--- src/rtl/frame_timing_ctrl.sv ---
// Frame/line timing controller: sequences fval/lval from a per-frame latched config and
// pulls CHANNEL_NUM pixels per beat from a show-ahead source while a line is active.
module frame_timing_ctrl #(
  parameter int unsigned DATA_WIDTH  = 8,
  parameter int unsigned CHANNEL_NUM = 4,
  parameter int unsigned CNT_WIDTH   = 16
) (
  input  logic                              clk,
  input  logic                              reset_n,
  input  logic                              i_enable,
  input  logic [CNT_WIDTH-1:0]              iv_fval_lead,
  input  logic [CNT_WIDTH-1:0]              iv_line_active,
  input  logic [CNT_WIDTH-1:0]              iv_line_blank,
  input  logic [CNT_WIDTH-1:0]              iv_frame_lines,
  input  logic [CNT_WIDTH-1:0]              iv_fval_trail,
  input  logic [CNT_WIDTH-1:0]              iv_frame_blank,
  input  logic [DATA_WIDTH*CHANNEL_NUM-1:0] iv_src_data,
  output logic                              o_src_req,
  output logic                              o_fval,
  output logic                              o_lval,
  output logic [DATA_WIDTH*CHANNEL_NUM-1:0] ov_pix_data,
  output logic                              o_frame_done
);

  localparam int unsigned PIX_W = DATA_WIDTH * CHANNEL_NUM;

  typedef enum logic [2:0] {IDLE, LEAD, ACT, LBLANK, TRAIL, FBLANK} state_t;

  typedef struct packed {
    logic [CNT_WIDTH-1:0] fval_lead;
    logic [CNT_WIDTH-1:0] line_active;
    logic [CNT_WIDTH-1:0] line_blank;
    logic [CNT_WIDTH-1:0] frame_lines;
    logic [CNT_WIDTH-1:0] fval_trail;
    logic [CNT_WIDTH-1:0] frame_blank;
  } cfg_t;

  state_t               state, state_nx;
  cfg_t                 cfg, cfg_nx, cfg_in;
  logic [CNT_WIDTH-1:0] cnt, cnt_nx;
  logic [CNT_WIDTH-1:0] line_cnt, line_cnt_nx;
  logic                 fval_nx, lval_nx, done_nx;
  logic [PIX_W-1:0]     pix_nx;
  logic                 start_ok;
  state_t               start_state;

  assign cfg_in = {iv_fval_lead, iv_line_active, iv_line_blank,
                   iv_frame_lines, iv_fval_trail, iv_frame_blank};

  // A frame may only start from a non-empty geometry; zero lead skips straight to the line.
  assign start_ok    = i_enable && (iv_line_active != '0) && (iv_frame_lines != '0);
  assign start_state = (iv_fval_lead != '0) ? LEAD : ACT;

  assign o_src_req = (state == ACT);

  // Next-state, counters and registered-output values.
  always_comb begin
    state_nx    = state;
    cfg_nx      = cfg;
    cnt_nx      = cnt + CNT_WIDTH'(1);
    line_cnt_nx = line_cnt;
    fval_nx     = (state == LEAD) || (state == ACT) || (state == LBLANK) || (state == TRAIL);
    lval_nx     = (state == ACT);
    pix_nx      = (state == ACT) ? iv_src_data : '0;
    // FBLANK is only ever entered with cnt cleared, so cnt==0 marks its first cycle.
    done_nx     = (state == FBLANK) && (cnt == '0);

    case (state)
      IDLE: begin
        cnt_nx = '0;
        if (start_ok) begin
          cfg_nx      = cfg_in;
          line_cnt_nx = '0;
          state_nx    = start_state;
        end
      end
      LEAD: begin
        if (cnt == cfg.fval_lead - CNT_WIDTH'(1)) begin
          cnt_nx   = '0;
          state_nx = ACT;
        end
      end
      ACT: begin
        if (cnt == cfg.line_active - CNT_WIDTH'(1)) begin
          cnt_nx = '0;
          if (line_cnt == cfg.frame_lines - CNT_WIDTH'(1)) begin
            line_cnt_nx = '0;
            state_nx    = (cfg.fval_trail != '0) ? TRAIL : FBLANK;
          end else begin
            line_cnt_nx = line_cnt + CNT_WIDTH'(1);
            state_nx    = (cfg.line_blank != '0) ? LBLANK : ACT;
          end
        end
      end
      LBLANK: begin
        if (cnt == cfg.line_blank - CNT_WIDTH'(1)) begin
          cnt_nx   = '0;
          state_nx = ACT;
        end
      end
      TRAIL: begin
        if (cnt == cfg.fval_trail - CNT_WIDTH'(1)) begin
          cnt_nx   = '0;
          state_nx = FBLANK;
        end
      end
      FBLANK: begin
        if ((cfg.frame_blank == '0) || (cnt == cfg.frame_blank - CNT_WIDTH'(1))) begin
          cnt_nx = '0;
          if (start_ok) begin
            cfg_nx      = cfg_in;
            line_cnt_nx = '0;
            state_nx    = start_state;
          end else begin
            state_nx = IDLE;
          end
        end
      end
      default: begin
        cnt_nx      = '0;
        line_cnt_nx = '0;
        state_nx    = IDLE;
      end
    endcase
  end

  // State, config and output registers.
  always_ff @(posedge clk or negedge reset_n) begin
    if (!reset_n) begin
      state        <= IDLE;
      cfg          <= '0;
      cnt          <= '0;
      line_cnt     <= '0;
      o_fval       <= 1'b0;
      o_lval       <= 1'b0;
      ov_pix_data  <= '0;
      o_frame_done <= 1'b0;
    end else begin
      state        <= state_nx;
      cfg          <= cfg_nx;
      cnt          <= cnt_nx;
      line_cnt     <= line_cnt_nx;
      o_fval       <= fval_nx;
      o_lval       <= lval_nx;
      ov_pix_data  <= pix_nx;
      o_frame_done <= done_nx;
    end
  end

endmodule

--- config.mk ---
export PLATFORM = sky130hd
export DESIGN_NAME = frame_timing_ctrl
export DESIGN_NICKNAME = d
export VERILOG_FILES = /design/src/rtl/frame_timing_ctrl.sv
export SDC_FILE = /design/constraint.sdc
export NUM_CORES = 1
export LEC_CHECK = 0
export CAP_MARGIN = 20
export CORE_ASPECT_RATIO = 1.1
export CORE_MARGIN = 4
export CORE_UTILIZATION = 44
export CTS_BUF_LIST = sky130_fd_sc_hd__clkbuf_4 sky130_fd_sc_hd__clkbuf_8 sky130_fd_sc_hd__clkbuf_16
export CTS_CLUSTER_SIZE = 40
export DETAILED_ROUTE_END_ITERATION = 10
export PLACE_DENSITY = 0.72
export SYNTH_ARGS = -nofsm -noshare
export SYNTH_HDL_FRONTEND = slang
export SYNTH_SLANG_ARGS = --single-unit
--- constraint.sdc ---
create_clock -name clk -period 3.5 [get_ports clk]
set_clock_uncertainty 0.05 [all_clocks]
set_input_delay 0.525 -clock clk [delete_from_list [all_inputs] [get_ports clk]]
set_output_delay 0.525 -clock clk [all_outputs]
set_load 0.1 [all_outputs]
**Word level (Yosys, flattened, before mapping)**

Index checks and enable logic that the tools add are counted.

- Equal/unequal tests: 17
- Add/subtract/negate cells: 8
- Muxes and demuxes: 27
- Bitwise gates (word level): 1
- Reduce and logical (&&, ||, !) cells: 20

Operator list:

| operator | number |
|---|---|
| 2-to-1 mux 96 bit | 2 |
| case mux 96 bit (2 select lines) | 1 |
| 2-to-1 mux 16 bit | 9 |
| equality test 16 bit | 6 |
| subtractor 16 x 1 -> 16 bit, second input constant | 6 |
| case mux 16 bit (5 select lines) | 1 |
| nonzero test 16 bit | 5 |
| case mux 16 bit (4 select lines) | 1 |
| adder 16 x 1 -> 16 bit, second input constant | 2 |
| zero test 16 bit | 2 |
| 2-to-1 mux 32 bit | 1 |
| 2-to-1 mux 3 bit | 7 |
| case mux 3 bit (6 select lines) | 1 |
| != test 2 x 1 -> 1 bit, second input constant | 5 |
| equality test 3 x 2 -> 1 bit, second input constant | 2 |
| equality test 3 bit, second input constant | 2 |
| AND reduction 6 bit | 1 |
| logical OR 1 bit | 4 |
| 2-to-1 mux 2 bit | 2 |
| equality test 3 x 1 -> 1 bit, second input constant | 1 |
| logical AND 1 bit | 3 |
| zero test 3 bit | 1 |
| AND reduction 3 bit | 1 |
| OR reduction 3 bit | 1 |
| other kinds (5) | 6 |

- Register bits: 166
- Input port bits: 131
- Word-level logic and storage cells: 86

**Depth between registers and ports, before layout**

Gate-level depths: netlist of run 1.

- Depth in word-level cells: 6
- Gate-level depth with buffers: 14
- Gate-level depth less buffers: 10

**Worst setup path before layout of run 1**

OpenSTA, ideal clock, no wires.

- Path kind: flip-flop to flip-flop
- From: reg cfg[0] (netlist bit)
- To: reg cfg[0] (netlist bit)
- Setup slack: 263 ps
- Arrival time: 3060 ps
- Period minus slack after synthesis: 3237 ps
- Library setup time: 127 ps
- Path buffers: 4
- Stages on the path, launching flop included: 15
- Required time: 3323 ps
- Cell sequence: dfrtp_1 -> clkbuf_1 -> inv_1 -> ha_1 -> nor3b_2 -> and2_1 -> buf_2 -> a31oi_1 -> a211o_1 -> a2111oi_4 -> a31oi_4 -> nor2_4 -> buf_4 -> buf_6 -> mux2_1

- Word-level cells in the longest chain between the ends: 5

RTL lines:

| element | line | text |
|---|---|---|
| start, declared | 39 | `cfg_t cfg, cfg_nx, cfg_in;` |
| start signal, assigned | 140 | `cfg <= cfg_nx;` |
| subtractor 16 x 1 -> 16 bit | 108 | `if ((cfg.frame_blank == '0) \|\| (cnt == cfg.frame_blank - CNT_WIDTH'(1))) begin` |
| equality test 16 bit | 108 |  |
| logical OR 1 bit | 108 |  |
| != test 2 x 1 -> 1 bit (no line) | n/a |  |
| AND reduction 2 bit (no line) | n/a |  |

Parallel ways exist; a longest one is shown, timed or not. The select of a mux whose other input is x is not followed.
A chain may end at the register's enable or synchronous reset.

**Final worst setup path of run 1**

- From: reg cfg[66] (netlist bit)
- To: reg line_cnt[3]

- Word-level cells in the longest chain between the ends: 4

RTL lines:

| element | line | text |
|---|---|---|
| subtractor 16 x 1 -> 16 bit | 84 | `if (cnt == cfg.line_active - CNT_WIDTH'(1)) begin` |
| equality test 16 bit | 84 |  |
| != test 2 x 1 -> 1 bit (no line) | n/a |  |
| AND reduction 3 bit (no line) | n/a |  |
| end signal, assigned | 142 | `line_cnt <= line_cnt_nx;` |
| end, declared | 41 | `logic [CNT_WIDTH-1:0] line_cnt, line_cnt_nx;` |

Every way passes these cells.

==> results of run 1 <==
==> routing by layer <==
| metal | global-route usage (%) | wire [µm] | vias up |
|---|---|---|---|
| met5 | 0 | 0 | - |
| met4 | 6.66 | 695 | 0 |
| met1 | 26.0 | 11500 | 4364 |
| met3 | 4.63 | 1800 | 59 |
| li1 | - | - | 4184 |
| met2 | 36.1 | 13900 | 300 |
==> stage by stage <==
stage | setup WS (ns) | area, µm² | hold slack (ns)
after floorplan | 0.263 | 10600 | 0.179
after global placement | 0.305 | 12600 | 0.453
after detailed placement | 0.227 | 12600 | 0.456
after CTS | 0.196 | 13200 | 0.0948
after global routing | 0.0444 | 13200 | 0.134
final | 0.234 | 13200 | 0.0737
==> logic make-up (layout without fill, tap and decap cells) <==
| family | count (synthesis) | count (layout) | synth area share, % |
|---|---|---|---|
| AOI/OAI and AO/OA | 173 | 173 | 12.3 |
| xor gates and xnor gates | 128 | 128 | 10.6 |
| adders and majority gates | 10 | 10 | 1.19 |
| buffers and inverters | 103 | 270 | 4.35 |
| DFF | 166 | 166 | 39.4 |
| muxes | 105 | 105 | 11.1 |
| other | 0 | 2 | 0 |
| and+or+nand+nor | 367 | 367 | 21.0 |
==> sequential cells by signal (all words and copies together) (netlist names) <==
| name | count |
|---|---|
| cfg | 96 |
| ov_pix_data | 32 |
| cnt | 16 |
| line_cnt | 16 |
| state | 3 |
| o_frame_done | 1 |
| o_fval | 1 |
| o_lval | 1 |
==> cell type report <==
type                       count  area (µm²)
clock buffer                  17         425
clock inverter                15         186
sequential                   166        4150
inverter                      34         128
timing repair buffer         204        1970
multi-input combinational    783        5940
antenna                        2        5.00
tap                          305         382
fill                        2068       10400
==> final timing paths <==
| path | from | end | slack (ns) |
|---|---|---|---|
| setup reg to reg | cfg[66] | line_cnt[3] | 0.23 |
| hold reg to reg | cfg[79] | cfg[79] | 0.47 |
| min in group clk | cfg[79] | cfg[79] | 0.47 |
| max in group asynchronous | reset_n | cfg[10] | 2.48 |
| setup / recovery | cfg[66] | line_cnt[3] | 0.23 |
| hold / removal | reset_n | cfg[0] | 0.07 |
==> critical path, delay by kind of cell, from the launching register on <==
kind	cells	cell delay (ns)
compound gates	3	0.68
flops	1	0.46
mux	1	0.37
simple gates	4	1.59
==> cell usage in the layout (no fill, tap or decap), types with 12 or more instances in the layout <==
cell type and instances:
buf_4 37, and3_1 40, xnor2_1 82, nand3_1 37
a21oi_1 21, nor2_1 55, clkdlybuf4s50_1 164, xor2_1 46
clkbuf_16 17, mux2_1 96, o21ai_0 23, nor2b_1 12
a31oi_1 15, nor4_1 37, nand4_1 18, nand2b_1 15
inv_1 34, nand2_1 31, a211oi_1 14, or3_1 19
nor3_1 35, o2bb2ai_1 12, dfrtp_1 166
==> timing repair <==
| item | 4_1_cts | 5_1_grt |
|---|---|---|
| setup endpoints to repair | 0 | 51 |
| gates resized for setup | 0 | 1 |
| hold endpoints to repair | 0 | 0 |
==> report_power, final <==
group	internal, mW	leakage, nW	switching (mW)
registers	1.92	2.23	0
clock network	1.08	0.294	0.876
logic	0.133	3.46	0.0695
==> metrics, run 1 <==
status=finished clean; FMAX=approximately 300 MHz; Worst Path Required=about 3.8 ns; Total Neg Setup Slack=0 ns; Post-Syn Area=10,600 µm²; IO Pins=approximately 170; Initial DRC Count=628; Clock Tree Root=clkbuf_16; placed instance count=1,492; Hold WC Path Type=in -> async; register area share after synthesis=approximately 39%; dpl hpwl=approximately 21 mm; leak pwr=~6 nW; Tot GR Track Use=approximately a fifth; Least-Margin Pin Slew=a little over 1 ns; total power=approximately 4.1 mW; CTS H-tree lvls=4; Setup Crit Path Kind=reg -> reg; slowest CP cell=or4_1; crit end category=flip-flop; Clock transition at path regs=~0.070 ns; clock buffer depth=2; starting density of the core=between 40 and 50%; Netlist cell types=86; share of cells above drive strength 1=just under 10%; WL/cell=approximately 18 µm; Mapped Nets=approximately 1,200; Worst Reg-to-Reg Cells=8; Mapped Cells=1,052; # hold bufs at CTS=0; Detail Route Antenna Nets=0; Layout area overhead=25.1%; crit-path cells=or4_1 -> nor3_1 -> mux2_2 -> o21ai_1 -> and4_1 -> o21ai_2 -> nand2b_1 -> a211o_1; Die ar.=approximately 27,000 µm²; port bufs=between 150 and 200; max-cap violations=0; Final Hold Vio Count=0; post-synth top area cell=dfrtp_1; Ys Warns=0; top cells by count, synth=dfrtp_1, mux2_1, xnor2_1; main area contributors after synthesis=dfrtp_1, mux2_1, xnor2_1; vias in the first global route=~8,800; CTS Sinks=between 150 and 200; #FFs+latches synth=166; largest net degree at the start of global routing=78; Post-CTS Setup Inserts=0; area of the core=approximately 24,000 µm²; first-pass GRT wire length=44.9 mm; global placement routability congestion=~0.91; Arrival @ worst endpoint=3.53 ns; CTS tree=built; total gr overflow=0; setup violators final=0; DRC violations left=0; worst-path maximum fanout=11; CTS Buf Count=17; slowest stage delay, CP=~0.70 ns; Post-Layout Cell Count=between 1,500 and 2,000; RSZ-0062 raised after global routing=no; TritonRoute pass-1 iters=6; Syn Area/Cell=around 10 µm²; maximum VDD drop=between 200 and 300 µV; Routed WL=27.9 mm; num rows=~60; DR vias=about 8,900; worst skew pair latency=0.43 ns; Die Wd=156 µm; Final #Nets=around 1,300; Top FF cell, synth=dfrtp_1; PwrDens=a little over 300 nW/µm²; EDFF count, synth=0; most numerous cell in the Yosys netlist=dfrtp_1; fin crit share=93.3%; Slew headroom=around a third; async set or reset register ratio after synthesis=100%; Yosys top cell area share=roughly 40%; Final Util=55.9%; vias per inst=5.84; Final min period=around 3.3 ns; Critical Path Source Type=flip-flop; Slew Limit Fails=0; DIE HEIGHT=approximately 170 µm; initial antenna violation count=1
Note: power is estimated with default switching activity, not from simulation.
==> run 2: changes to the inputs <==
--- a/config.mk
+++ b/config.mk
@@ -9,7 +9,7 @@
 export CORE_ASPECT_RATIO = 1.1
 export CORE_MARGIN = 4
 export CORE_UTILIZATION = 44
-export CTS_BUF_LIST = sky130_fd_sc_hd__clkbuf_4 sky130_fd_sc_hd__clkbuf_8 sky130_fd_sc_hd__clkbuf_16
+export CTS_BUF_LIST = sky130_fd_sc_hd__clkbuf_8
 export CTS_CLUSTER_SIZE = 40
 export DETAILED_ROUTE_END_ITERATION = 10
 export PLACE_DENSITY = 0.72
==> run 2 against run 1 <==
Sequential power about the same; register-to-register slack about the same; flip-flop and latch count unchanged; count of clock-buffer cells in the layout unchanged; worst setup slack worse by 0.0073 ns; combinational power about the same; first-iteration DRC count up 3.5%; highest routed layer unchanged; cell area down 1.5%; maximum frequency down 0.22%; cell count about the same; clock power down 24%.
==> metrics, run 2 (synthesis results as in run 1) <==
Min Hold Slack=0.0233 ns (was 0.0737 ns); DR vias=8,896 (was 8,907); CTS Sinks=166 (unchanged); max-cap violations=0 (unchanged); DRC violations left=0 (unchanged); Worst Path Required=3.80 ns (was 3.77 ns); FMAX=306 MHz (about the same); DIE HEIGHT=170 µm (unchanged); Worst R2R Start=cfg[66] (unchanged); Clock power frac=41.2% (was 48.1%); port bufs=166 (unchanged); crit end category=flip-flop (unchanged); area occupied by multi-input gates=5940 µm² (unchanged); Hold WC Path Type=in -> async (unchanged); Sequential Area=4150 µm² (unchanged); Worst Reg-to-Reg Cells=8 (unchanged); Initial DRC Count=650 (was 628); commonest cells after routing, fill and taps aside=dfrtp_1, clkdlybuf4s50_1, mux2_1 (unchanged); Final min period=3.27 ns (about the same); r2r endpoint=line_cnt[3] (unchanged); Slew Limit Fails=0 (unchanged); num rows=59 (unchanged); maximum VDD drop=267 µV (was 283 µV); CP top delay family=simple AND/OR/NAND/NOR gates (unchanged); status=finished clean (unchanged); starting density of the core=44.7% (unchanged); crit-path cells=or4_1 -> nor3_1 -> mux2_2 -> o21ai_1 -> and4_1 -> o21ai_2 -> nand2b_1 -> a211o_1 (unchanged); Arrival @ worst endpoint=3.57 ns (was 3.53 ns); Critical Path Source Type=flip-flop (unchanged); total gr overflow=0 (unchanged); Most flops, register=cfg (unchanged); global placement routability congestion=0.912 (unchanged); Detail Route Antenna Nets=0 (unchanged); most common cell after layout, fill and taps aside=dfrtp_1 (unchanged); WL/cell=18.1 µm (was 18.3 µm); Post-Layout Cell Count=1,525 (was 1,526); Final #Nets=1,347 (unchanged); Tot GR Track Use=20.8% (was 20.9%); Buf/Inv on CP=0 (unchanged); Final Hold Vio Count=0 (unchanged); CTS Buf Count=17 (unchanged); PwrDens=277 nW/µm² (was 309 nW/µm²); clock buffer depth=2 (unchanged); Fill cells=2,083 (was 2,068); Total Neg Setup Slack=0 ns (unchanged); Pint=2.72 mW (was 3.13 mW); total power=3.60 mW (was 4.08 mW); worst skew pair latency=0.46 ns (was 0.43 ns); Worst R2R Setup Slack=0.23 ns (about the same); Sw Ratio=24.7% (was 23.2%); leak pwr=5.90 nW (was 5.99 nW); vias per inst=5.83 (was 5.84); Routed WL=27.7 mm (was 27.9 mm); area of the core=23,600 µm² (unchanged); Net Sw Power=0.889 mW (was 0.945 mW); Die ar.=26,500 µm² (unchanged); Die Wd=156 µm (unchanged); dpl hpwl=20.7 mm (unchanged); TritonRoute pass-1 iters=7 (was 6); setup violators final=0 (unchanged); Clock transition at path regs=0.10 ns (was 0.07 ns); Comb pwr share=5.6% (was 5.0%); Clock Tree Root=clkbuf_8 (was clkbuf_16); # hold bufs at CTS=0 (unchanged); sequential cell fraction of total power=53.2% (was 47.0%); initial antenna violation count=1 (unchanged); Setup Crit Path Kind=reg -> reg (unchanged); IO Pins=167 (unchanged); Least-Margin Pin Slew=1.02 ns (about the same); first-pass GRT wire length=44.6 mm (was 44.9 mm); CTS H-tree lvls=4 (unchanged); Final Util=55.0% (was 55.9%); Top Registers=cfg x96, ov_pix_data x32 (unchanged); placed instance count=1,492 (unchanged); vias in the first global route=8,772 (was 8,778); max reg flops=96 (unchanged); share of cells above drive strength 1=9.68% (unchanged); CTS tree=built (unchanged); worst-path maximum fanout=11 (unchanged); Layout area overhead=23.2% (was 25.1%); slowest stage delay, CP=0.70 ns (about the same); slowest CP cell=or4_1 (unchanged); RSZ-0062 raised after global routing=no (unchanged); fin crit share=93.5% (was 93.3%); Slew headroom=31.9% (was 31.8%); largest net degree at the start of global routing=78 (unchanged)
-- run 2: changes by cell type in the layout (fill, tap and decap cells not counted) --
cell and delta:
diode_2 -1, clkbuf_16 -17, clkbuf_8 +17
-- run 2: per-layer routing --
metal	share of wire, %	up-vias	global-route usage, %
met5	0	-	0
met4	2.2	0	6.85
met3	6.9	51	4.58
met2	50	321	36.0
met1	41	4339	25.8
li1	-	4185	-
-- run 2: timing repair --
action                                  in CTS  in global routing
gates resized for setup                      0                  1
endpoints found under the setup margin       0                 30
setup buffers                                0                  0
-- run 2: area by class of cell --
| class | count | area share, % |
|---|---|---|
| multi-input combinational | 783 | 45.7 |
| sequential | 166 | 32.0 |
| timing repair buffer | 204 | 15.2 |
| tap | 305 | 2.94 |
| clock buffer | 17 | 1.80 |
| clock inverter | 15 | 1.43 |
| inverter | 34 | 0.982 |
| antenna | 1 | 0.0192 |
-- run 2: worst reg2reg max path, cell delays in order, from the launching register on --
cell	delay, ns
dfrtp_1	0.47
or4_1	0.70
nor3_1	0.33
mux2_2	0.37
o21ai_1	0.21
and4_1	0.32
o21ai_2	0.17
nand2b_1	0.24
a211o_1	0.30
-- run 2: worst max-delay path by stage --
stage	from	to	slack (ns)	depth (start not counted)
2_1_floorplan	cfg[0]	cfg[0]	0.26	14
3_3_place_gp	cfg[0]	cfg[59]	0.31	11
3_5_place_dp	cfg[0]	cfg[77]	0.23	11
4_1_cts	cfg[1]	cfg[77]	0.22	11
5_1_grt	cfg[1]	cfg[63]	0.05	11
6_report	cfg[66]	line_cnt[3]	0.23	8
-- run 2: per-stage QoR --
step | setup WS [ns] | instance area [µm²]
after floorplan | 0.263 | 10600
after global placement | 0.305 | 12600
after detailed placement | 0.227 | 12600
after CTS | 0.218 | 13000
after global routing | 0.0457 | 13000
final | 0.227 | 13000
-- run 2: power groups by stage --
stage / logic, mW / clock network, mW / registers (mW)
finish: 0.202 / 1.49 / 1.92
floorplan: 0.00560 / 0 / 1.95
global route: 0.222 / 1.60 / 1.92
detailed placement: 0.206 / 0 / 1.95
global placement: 0.205 / 0 / 1.95
CTS: 0.207 / 1.52 / 1.92
